**config.mk**
```make
export PLATFORM = sky130hd
export DESIGN_NAME = fifo_burst_reader_flat
export DESIGN_NICKNAME = d
export VERILOG_FILES = /design/src/rtl/fifo_pkg.sv /design/src/rtl/fifo_burst_reader_if.sv /design/src/rtl/fifo_burst_reader.sv /design/src/flat_wrapper.sv
export SDC_FILE = /design/constraint.sdc
export NUM_CORES = 1
export LEC_CHECK = 0
export ABC_CLOCK_PERIOD_IN_PS = 3800
export CORE_MARGIN = 5
export CORE_UTILIZATION = 40
export CTS_BUF_LIST = sky130_fd_sc_hd__clkbuf_8
export CTS_CLUSTER_DIAMETER = 200
export DETAILED_ROUTE_END_ITERATION = 8
export PLACE_DENSITY = 0.66
export SYNTH_ARGS = -nofsm -noshare
export SYNTH_HDL_FRONTEND = slang
export SYNTH_SLANG_ARGS = --single-unit
```
**constraint.sdc**
```tcl
create_clock -name clk -period 3.8 [get_ports clk]
set_clock_uncertainty 0.05 [all_clocks]
set_input_delay 0.76 -clock clk [delete_from_list [all_inputs] [get_ports clk]]
set_output_delay 0.76 -clock clk [all_outputs]
set_load 0.02 [all_outputs]
```
**src/rtl/fifo_pkg.sv**
```systemverilog
// Shared types and constants for the FIFO burst reader.
package fifo_pkg;

  localparam int DATA_W = 32;

  typedef enum logic [1:0] {
    IDLE = 2'd0,
    READ = 2'd1,
    GAP  = 2'd2,
    RESP = 2'd3
  } burst_state_t;

endpackage

```
**src/rtl/fifo_burst_reader_if.sv**
```systemverilog
// Command, stream, monitor and response bundle for the FIFO burst reader.
// The slave modport is the reader itself; master is the environment around it.
interface fifo_burst_reader_if
  import fifo_pkg::*;
#(
  parameter int LEN_W = 16,
  parameter int GAP_W = 4
);

  logic              cmd_vld;
  logic              cmd_rdy;
  logic [LEN_W-1:0]  cmd_len;
  logic [GAP_W-1:0]  cmd_gap;

  logic [DATA_W-1:0] in_data;
  logic              in_vld;
  logic              in_rdy;

  logic              mon_vld;
  logic [DATA_W-1:0] mon_data;

  logic              rsp_vld;
  logic              rsp_rdy;
  logic [DATA_W-1:0] rsp_sum;
  logic [LEN_W-1:0]  rsp_cnt;

  modport master (
    output cmd_vld, cmd_len, cmd_gap, in_data, in_vld, rsp_rdy,
    input  cmd_rdy, in_rdy, mon_vld, mon_data, rsp_vld, rsp_sum, rsp_cnt
  );

  modport slave (
    input  cmd_vld, cmd_len, cmd_gap, in_data, in_vld, rsp_rdy,
    output cmd_rdy, in_rdy, mon_vld, mon_data, rsp_vld, rsp_sum, rsp_cnt
  );

endinterface

```
**src/rtl/fifo_burst_reader.sv**
```systemverilog
// Drain-side burst reader: pops a commanded number of words from a
// valid/ready stream with an optional idle gap between pops, sums them
// modulo 2^32 and returns the sum and word count as a response.
module fifo_burst_reader
  import fifo_pkg::*;
#(
  parameter int LEN_W = 16,
  parameter int GAP_W = 4
) (
  input logic               clk,
  input logic               rstB,
  fifo_burst_reader_if.slave bus
);

  burst_state_t      state;
  burst_state_t      next_state;

  logic [LEN_W-1:0]  len_q;
  logic [LEN_W-1:0]  cnt_q;
  logic [LEN_W-1:0]  cnt_inc;
  logic [GAP_W-1:0]  gap_q;
  logic [GAP_W-1:0]  gap_cnt;
  logic [DATA_W-1:0] sum_q;

  logic              pop;
  logic              last_pop;

  // Termination compares count+1 against len, so the counter never wraps
  // even for the maximum burst length.
  assign cnt_inc  = cnt_q + LEN_W'(1);
  assign last_pop = (cnt_inc == len_q);
  assign pop      = bus.in_vld && (state == READ);

  assign bus.mon_vld  = bus.in_vld && bus.in_rdy;
  assign bus.mon_data = bus.in_data;
  assign bus.rsp_sum  = sum_q;
  assign bus.rsp_cnt  = cnt_q;

  // State register; reset abandons any burst in flight without a response.
  always_ff @(posedge clk) begin
    if (!rstB) begin
      state <= IDLE;
    end else begin
      state <= next_state;
    end
  end

  // Next-state and handshake decode; ready/valid outputs depend on state only.
  always_comb begin
    next_state  = state;
    bus.cmd_rdy = 1'b0;
    bus.in_rdy  = 1'b0;
    bus.rsp_vld = 1'b0;
    case (state)
      IDLE: begin
        bus.cmd_rdy = 1'b1;
        if (bus.cmd_vld) begin
          next_state = (bus.cmd_len == '0) ? RESP : READ;
        end
      end
      READ: begin
        bus.in_rdy = 1'b1;
        if (bus.in_vld) begin
          if (last_pop) begin
            next_state = RESP;
          end else if (gap_q != '0) begin
            next_state = GAP;
          end
        end
      end
      GAP: begin
        if (gap_cnt == GAP_W'(1)) begin
          next_state = READ;
        end
      end
      RESP: begin
        bus.rsp_vld = 1'b1;
        if (bus.rsp_rdy) begin
          next_state = IDLE;
        end
      end
      default: next_state = IDLE;
    endcase
  end

  // Burst datapath: command latch, running sum, word count and gap counter.
  always_ff @(posedge clk) begin
    if (!rstB) begin
      len_q   <= '0;
      gap_q   <= '0;
      gap_cnt <= '0;
      cnt_q   <= '0;
      sum_q   <= '0;
    end else begin
      case (state)
        IDLE: begin
          if (bus.cmd_vld) begin
            len_q <= bus.cmd_len;
            gap_q <= bus.cmd_gap;
            cnt_q <= '0;
            sum_q <= '0;
          end
        end
        READ: begin
          if (pop) begin
            sum_q <= sum_q + bus.in_data;
            cnt_q <= cnt_inc;
            if (!last_pop && (gap_q != '0)) begin
              gap_cnt <= gap_q;
            end
          end
        end
        GAP: begin
          gap_cnt <= gap_cnt - GAP_W'(1);
        end
        default: begin
        end
      endcase
    end
  end

endmodule
```
**src/flat_wrapper.sv**
```systemverilog
// flat-port wrapper written by rule: the top's interface ports become plain ports
module fifo_burst_reader_flat import fifo_pkg::*;
#(
  parameter int LEN_W = 16,
  parameter int GAP_W = 4
)
  (clk, rstB, bus_cmd_vld, bus_cmd_len, bus_cmd_gap, bus_in_data, bus_in_vld, bus_rsp_rdy, bus_cmd_rdy, bus_in_rdy, bus_mon_vld, bus_mon_data, bus_rsp_vld, bus_rsp_sum, bus_rsp_cnt);
  fifo_burst_reader_if #(.LEN_W(LEN_W), .GAP_W(GAP_W)) bus_i ();
  input logic clk;
  input logic rstB;
  input wire logic [$bits(bus_i.cmd_vld)-1:0] bus_cmd_vld;
  input wire logic [$bits(bus_i.cmd_len)-1:0] bus_cmd_len;
  input wire logic [$bits(bus_i.cmd_gap)-1:0] bus_cmd_gap;
  input wire logic [$bits(bus_i.in_data)-1:0] bus_in_data;
  input wire logic [$bits(bus_i.in_vld)-1:0] bus_in_vld;
  input wire logic [$bits(bus_i.rsp_rdy)-1:0] bus_rsp_rdy;
  output wire logic [$bits(bus_i.cmd_rdy)-1:0] bus_cmd_rdy;
  output wire logic [$bits(bus_i.in_rdy)-1:0] bus_in_rdy;
  output wire logic [$bits(bus_i.mon_vld)-1:0] bus_mon_vld;
  output wire logic [$bits(bus_i.mon_data)-1:0] bus_mon_data;
  output wire logic [$bits(bus_i.rsp_vld)-1:0] bus_rsp_vld;
  output wire logic [$bits(bus_i.rsp_sum)-1:0] bus_rsp_sum;
  output wire logic [$bits(bus_i.rsp_cnt)-1:0] bus_rsp_cnt;
  assign bus_i.cmd_vld = bus_cmd_vld;
  assign bus_i.cmd_len = bus_cmd_len;
  assign bus_i.cmd_gap = bus_cmd_gap;
  assign bus_i.in_data = bus_in_data;
  assign bus_i.in_vld = bus_in_vld;
  assign bus_i.rsp_rdy = bus_rsp_rdy;
  assign bus_cmd_rdy = bus_i.cmd_rdy;
  assign bus_in_rdy = bus_i.in_rdy;
  assign bus_mon_vld = bus_i.mon_vld;
  assign bus_mon_data = bus_i.mon_data;
  assign bus_rsp_vld = bus_i.rsp_vld;
  assign bus_rsp_sum = bus_i.rsp_sum;
  assign bus_rsp_cnt = bus_i.rsp_cnt;
  fifo_burst_reader #(.LEN_W(LEN_W), .GAP_W(GAP_W)) u_core (.clk(clk), .rstB(rstB), .bus(bus_i));
endmodule
```
# Word-level counts from Yosys, hierarchy flattened
# Index checks and enable logic that the tools add are counted.
[totals] regBits=74 input_bits=57 word_cells=54
[op_classes] add_sub_neg=3 n_eq_ne=12 muxes=20 reduce_logical=13
[op_table] cell="two-way mux 32 bit" n=2
[op_table] cell="case mux 32 bit (2 select lines)" n=1
[op_table] cell="adder 32 bit" n=1
[op_table] cell="two-way mux 16 bit" n=2
[op_table] cell="case mux 16 bit (2 select lines)" n=1
[op_table] cell="adder 16 x 1 -> 16 bit, second input constant" n=1
[op_table] cell="== test 16 bit" n=1
[op_table] cell="logical NOT 16 bit" n=1
[op_table] cell="two-way mux 2 bit" n=7
[op_table] cell="two-way mux 4 bit" n=2
[op_table] cell="inequality test 2 bit, second input constant" n=4
[op_table] cell="case mux 2 bit (4 select lines)" n=1
[op_table] cell="case mux 4 bit (2 select lines)" n=1
[op_table] cell="AND reduction 3 bit" n=2
[op_table] cell="AND reduction 5 bit" n=1
[op_table] cell="== test 2 bit, second input constant" n=2
[op_table] cell="== test 4 x 1 -> 1 bit, second input constant" n=1
[op_table] cell="inequality test 2 x 1 -> 1 bit, second input constant" n=2
[op_table] cell="nonzero test 2 bit" n=2
[op_table] cell="nonzero test 4 bit" n=1
[op_table] cell="subtractor 4 x 1 -> 4 bit, second input constant" n=1
[op_table] cell="logical AND 1 bit" n=3
[op_table] cell="two-way mux 1 bit" n=3
[op_table] cell="inequality test 3 x 2 -> 1 bit, second input constant" n=1
[op_table] cell="other kinds (4)" n=4

# Logic depth before layout (Yosys ltp)
# Gate-level depths: netlist of the first run.
[logic_depth] word_depth=7 depth_mapped=11 ltp_nobuf=11

# Least setup slack after synthesis of the first run
# Ideal clock, no wire load.
[synth_timing] path_type="input -> register" startpoint="input port bus_in_data[0]" endpoint="register u_core.sum_q[16] (netlist: u_core.bus.rsp_sum[16])" t_arrival_ns=3.126 t_required_ns=3.625 setup_slack_ns=0.500 cell_stages=11 path_buffers=0 path_cell_list="ha_1 -> fa_1 -> a21o_1 -> a21o_1 -> a2111oi_1 -> o32a_1 -> o21ai_0 -> a21o_1 -> a21oi_1 -> xor2_1 -> o21ai_0"
[synth_between] elab_chain_cells=3
[synth_lines] item="start: declaration" line_no="flat_wrapper.sv:14" source="input wire logic [$bits(bus_i.in_data)-1:0] bus_in_data;"
[synth_lines] item="adder 32 bit" line_no="fifo_burst_reader.sv:106" source="sum_q <= sum_q + bus.in_data;"
[synth_lines] item="two-way mux 32 bit" line_no="fifo_burst_reader.sv:105" source="if (pop) begin"
[synth_lines] item="case mux 32 bit (2 select lines)" line_no="fifo_burst_reader.sv:95" source="case (state)"
[synth_lines] item="end signal: assignment" line_no="fifo_burst_reader.sv:106"
[synth_lines] item="end: declaration" line_no="fifo_burst_reader.sv:23" source="logic [DATA_W-1:0] sum_q;"
# No other way between the ends. The select of a mux whose other input is x is not followed.
# A chain may end at the register's enable or synchronous reset.

# Worst setup path after layout of the first run
[layout_timing] startpoint="input port bus_in_data[0]" endpoint="register u_core.sum_q[28] (netlist: u_core.bus.rsp_sum[28])"
# The elaborated chain is that of the path after synthesis.

==> results of run 1 <==
[synth_stat cells (all sizes together), types with 2 or more instances]
cell and n:
a2111oi 2, a211oi 3, a21boi 18, a21o 18
a21oi 52, a221oi 2, a22oi 17, a2bb2oi 2
a31oi 6, a32o 2, a41oi 2, and2 9
and3 8, and3b 2, and4 4, buf 38
clkbuf 24, dfxtp 74, ha 34, inv 13
mux2 2, mux2i 5, nand2 97, nand2b 5
nand3 13, nand4 5, nor2 47, nor2b 19
nor3 25, nor3b 3, nor4 13, o2111ai 2
o211a 3, o211ai 3, o21a 9, o21ai 40
o21bai 4, o221ai 2, o22ai 2, o311ai 3
or2 3, or3 5, xnor2 22, xor2 20
[worst max-delay path, delay by kind of cell]
family | cells | cell delay [ps]
AO/OA/AOI/OAI | 8 | 1640
adder cells (fa/ha/maj) | 2 | 610
buffers and inverters | 2 | 600
XOR/XNOR | 1 | 160
[power by group through the flow]
stage                     clock network [uW]  logic [uW]  registers, uW
after global placement                     0         785            903
after global routing                     632         874            898
final                                    577         798            888
after floorplan                            0         493            918
after detailed placement                   0         797            905
after CTS                                593         802            887
[cells by family (layout without fill, tap and decap cells)]
kind of cell / count (synthesis) / after routing / share of synthesized area, %
fa+ha+maj: 35 / 35 / 8.16
xor+xnor: 42 / 42 / 6.74
flops: 74 / 74 / 27.1
compound gates: 203 / 203 / 24.9
mux: 7 / 7 / 1.40
buf+inv: 76 / 187 / 7.80
simple gates: 262 / 262 / 23.8
[per-layer routing]
layer  track usage (%)  vias up
met3              4.12       22
met2              32.5      178
li1                  -     2711
met5                 0        -
met4              6.06        0
met1              26.8     2521
[worst max-delay path by stage]
stage                   start                endpoint  slack, ps  cells after the start
4_1_cts        bus_in_data[0]  u_core.bus.rsp_sum[30]        260                     13
5_1_grt        bus_in_data[0]  u_core.bus.rsp_sum[24]         10                     13
3_3_place_gp   bus_in_data[0]  u_core.bus.rsp_sum[28]       -110                     13
6_report       bus_in_data[0]  u_core.bus.rsp_sum[28]        240                     13
3_5_place_dp   bus_in_data[0]  u_core.bus.rsp_sum[30]       -150                     13
2_1_floorplan  bus_in_data[0]  u_core.bus.rsp_sum[16]        500                     11
[stage by stage]
| stage | worst slack (ps) | TNS, ps | hold WS (ps) | utilization [%] | cell area, um2 |
|---|---|---|---|---|---|
| floorplan | 500 | 0 | 398 | - | 5460 |
| global placement | -114 | -509 | 405 | 51.5 | 6840 |
| detailed placement | -146 | -662 | 413 | 51.5 | 6840 |
| CTS | 260 | 0 | 425 | 52.8 | 7010 |
| global route | 13.8 | 0 | 453 | 52.8 | 7010 |
| finish | 238 | 0 | 419 | 52.8 | 7010 |
[sequential cells by signal, summed over array words and instances (netlist names)]
name and cells:
u_core.gap_q 4, u_core.bus.rsp_cnt 16, u_core.gap_cnt 4, u_core.len_q 16, u_core.bus.rsp_sum 32, u_core.state 2
[area by class of cell]
| class | instances | share of cell area (%) |
|---|---|---|
| Tap cell | 176 | 3.14 |
| Timing Repair Buffer | 158 | 21.9 |
| Sequential cell | 74 | 21.1 |
| Clock inverter | 4 | 0.285 |
| Multi-Input combinational cell | 549 | 50.6 |
| Inverter | 14 | 0.749 |
| Clock buffer | 11 | 2.16 |
==> results.md, run 1 <==
| Item | Reported |
|:---|:---|
| Synthesized instance count | 699 |
| Crit Path Max Fanout | 5 |
| Synth top area share | 27.1% |
| Num CTS Buffers | 9 |
| Largest net degree at the start of global routing | 39 |
| Number of global-route vias before repair | 5,203 |
| 1st-iter DRT viols | 521 |
| Master of the slowest instance on the critical path | clkdlybuf4s50_1 |
| Wire length of the first global-routing pass | 26,400 um |
| Fillers | 1,311 |
| P_leak | 0.00277 uW |
| Postcts setup bufs | 0 |
| Terminating pin of the worst hold path | u_core.bus.rsp_sum[29] |
| Cell count after placement | 971 |
| Arrival time reported for the critical path endpoint | 3760 ps |
| Ys Warns | 0 |
| Top-level I/O count | 141 |
| Run status | finished, final reports clean |
| Clk slew on worst S/H paths | 80 ps |
| Detailed placer's ending HPWL | 12,300 um |
| Global placer's final weighted congestion | 0.877 |
| Routed length on met1 | 7580 um |
| Max incr delay on CP | 420 ps |
| # H-tree levels | 3 |
| Power Density | 323 nW/um2 |
| Length of the first detailed-routing pass in iterations | 5 |
| Remaining global-route overflow | 0 |
| Cts-stage hold buffer count | 0 |
| Post-synthesis area per instance | 7.81 um2 |
| Combinational power share | 35.2% |
| Crit. End Element | register |
| Uppermost layer routed | met4 |
| Worst hold path class | register to register |
| Total met3 wirelength after detailed routing | 999 um |
| Final max-slew violation count | 0 |
| Switching power | 811 uW |
| Setup slack, reg-to-reg | 630 ps |
| Final Hold Viols | 0 |
| Reg area | 1480 um2 |
| Vias | 5,432 |
| Reg-to-reg endpoint | u_core.state[0] |
| Worst r2r path cells | 10 |
| Fraction of layout cells with a size suffix above 1 | 6.17% |
| Part of the Yosys area used for sequential elements | 27.1% |
| Antenna diode count | 0 |
| FFs w/ async S/R, synth | 0% |
| Area delta synth->final | 28.5% |
| Cell types occupying the most area after synthesis | dfxtp_1 27%, ha_1 7.8%, nand2_1 6.6% |
| Average via count per standard cell | 5.51 |
| Critical path cell sequence | clkdlybuf4s50_1 > ha_1 > fa_1 > a21o_1 > a21o_1 > a2111oi_1 > buf_4 > o32a_1 > o211a_1 > o21ai_0 > a31oi_1 > xor2_1 > o21ai_0 |
| Cell type with the largest total area after synthesis | dfxtp_1 |
| Hold depth | 2 |
| Final Routed Wirelength | 16,300 um |
| Core Footprint | 13,300 um2 |
| Worst hold path startpoint | u_core.bus.rsp_sum[29] |
| Fmax | 281 MHz |
| Peak VDD IR | 0.000177 V |
| Slew at the pin with the worst max-slew slack | 543 ps |
| Buffer cell driving the clock tree root | clkbuf_8 |
| Worst slew margin | 63.7% |
| Maximum root-to-sink buffer count | 2 |
| Number of DRC violations after detailed routing | 0 |
| Switching share of power | 35.8% |
| Number of standard cells in the final layout excluding fillers | 986 |
| Initial antenna violation count | 0 |
| Overall power consumption | 2260 uW |
| Crit path required time | 4000 ps |
| Floorplan die width | 127 um |
| Top flip-flop cell by instance count after synthesis | dfxtp_1 |
| Cell area after synthesis | 5460 um2 |
| Die span in y | 127 um |
| Count of final setup violators | 0 |
| Max-capacitance violation count | 0 |
| Std cell rows | 42 |
| Die area | 16,100 um2 |
| Commonest cells after routing, fill and taps aside | 140 x clkdlybuf4s50_1, 96 x nand2_1, 74 x dfxtp_1 |
| Internal power | 1450 uW |
| Number of enable-type register cells in the synthesized netlist | 0 |
| Number of library cell types mapped by synthesis | 72 |
| Critical path start-end classification | primary input to register |
| Clock share of power | 25.5% |
| Number of nets in the layout | 898 |
| Wirelength per Cell | 16.6 um |
| Metal2 WL | 7490 um |
| CTS tree | yes |
| Syn Nets | 791 |
| Clock sinks | 74 |
| Fraction of power consumed by sequential logic | 39.3% |
| Initial core utilization | 41.0% |
| Number of register bits inferred by synthesis | 74 |
| Area used by multi-input combinational logic | 3550 um2 |
| Final Critical Period | 3560 ps |
| Reg2Reg Launch Point | u_core.bus.rsp_cnt[0] |
| Port Buffer Count | 140 |
| Number of gates resized after cts | 0 |
| Detail Route Antenna Nets | 0 |
| Tcrit/Tclk final | 93.7% |
| CP startpoint kind | primary input |
| Most common library cell in the layout ignoring fill and taps | clkdlybuf4s50_1 |
| Insertion delay of the later-clocked pin in the worst-skew pair | 370 ps |
| Unrepaired setup endpoints after global routing | false |
| All-Layer GR Usage | 20.0% |
(Power assumes the default switching activity.)
==> run 2, diff against run 1 <==
--- a/config.mk
+++ b/config.mk
@@ -11,6 +11,7 @@
 export CTS_BUF_LIST = sky130_fd_sc_hd__clkbuf_8
 export CTS_CLUSTER_DIAMETER = 200
 export DETAILED_ROUTE_END_ITERATION = 8
+export GPL_TIMING_DRIVEN = 1
 export PLACE_DENSITY = 0.66
 export SYNTH_ARGS = -nofsm -noshare
 export SYNTH_HDL_FRONTEND = slang
==> results of run 2 <==
The final DEF is identical to that of run 1; final timing and power are the same.
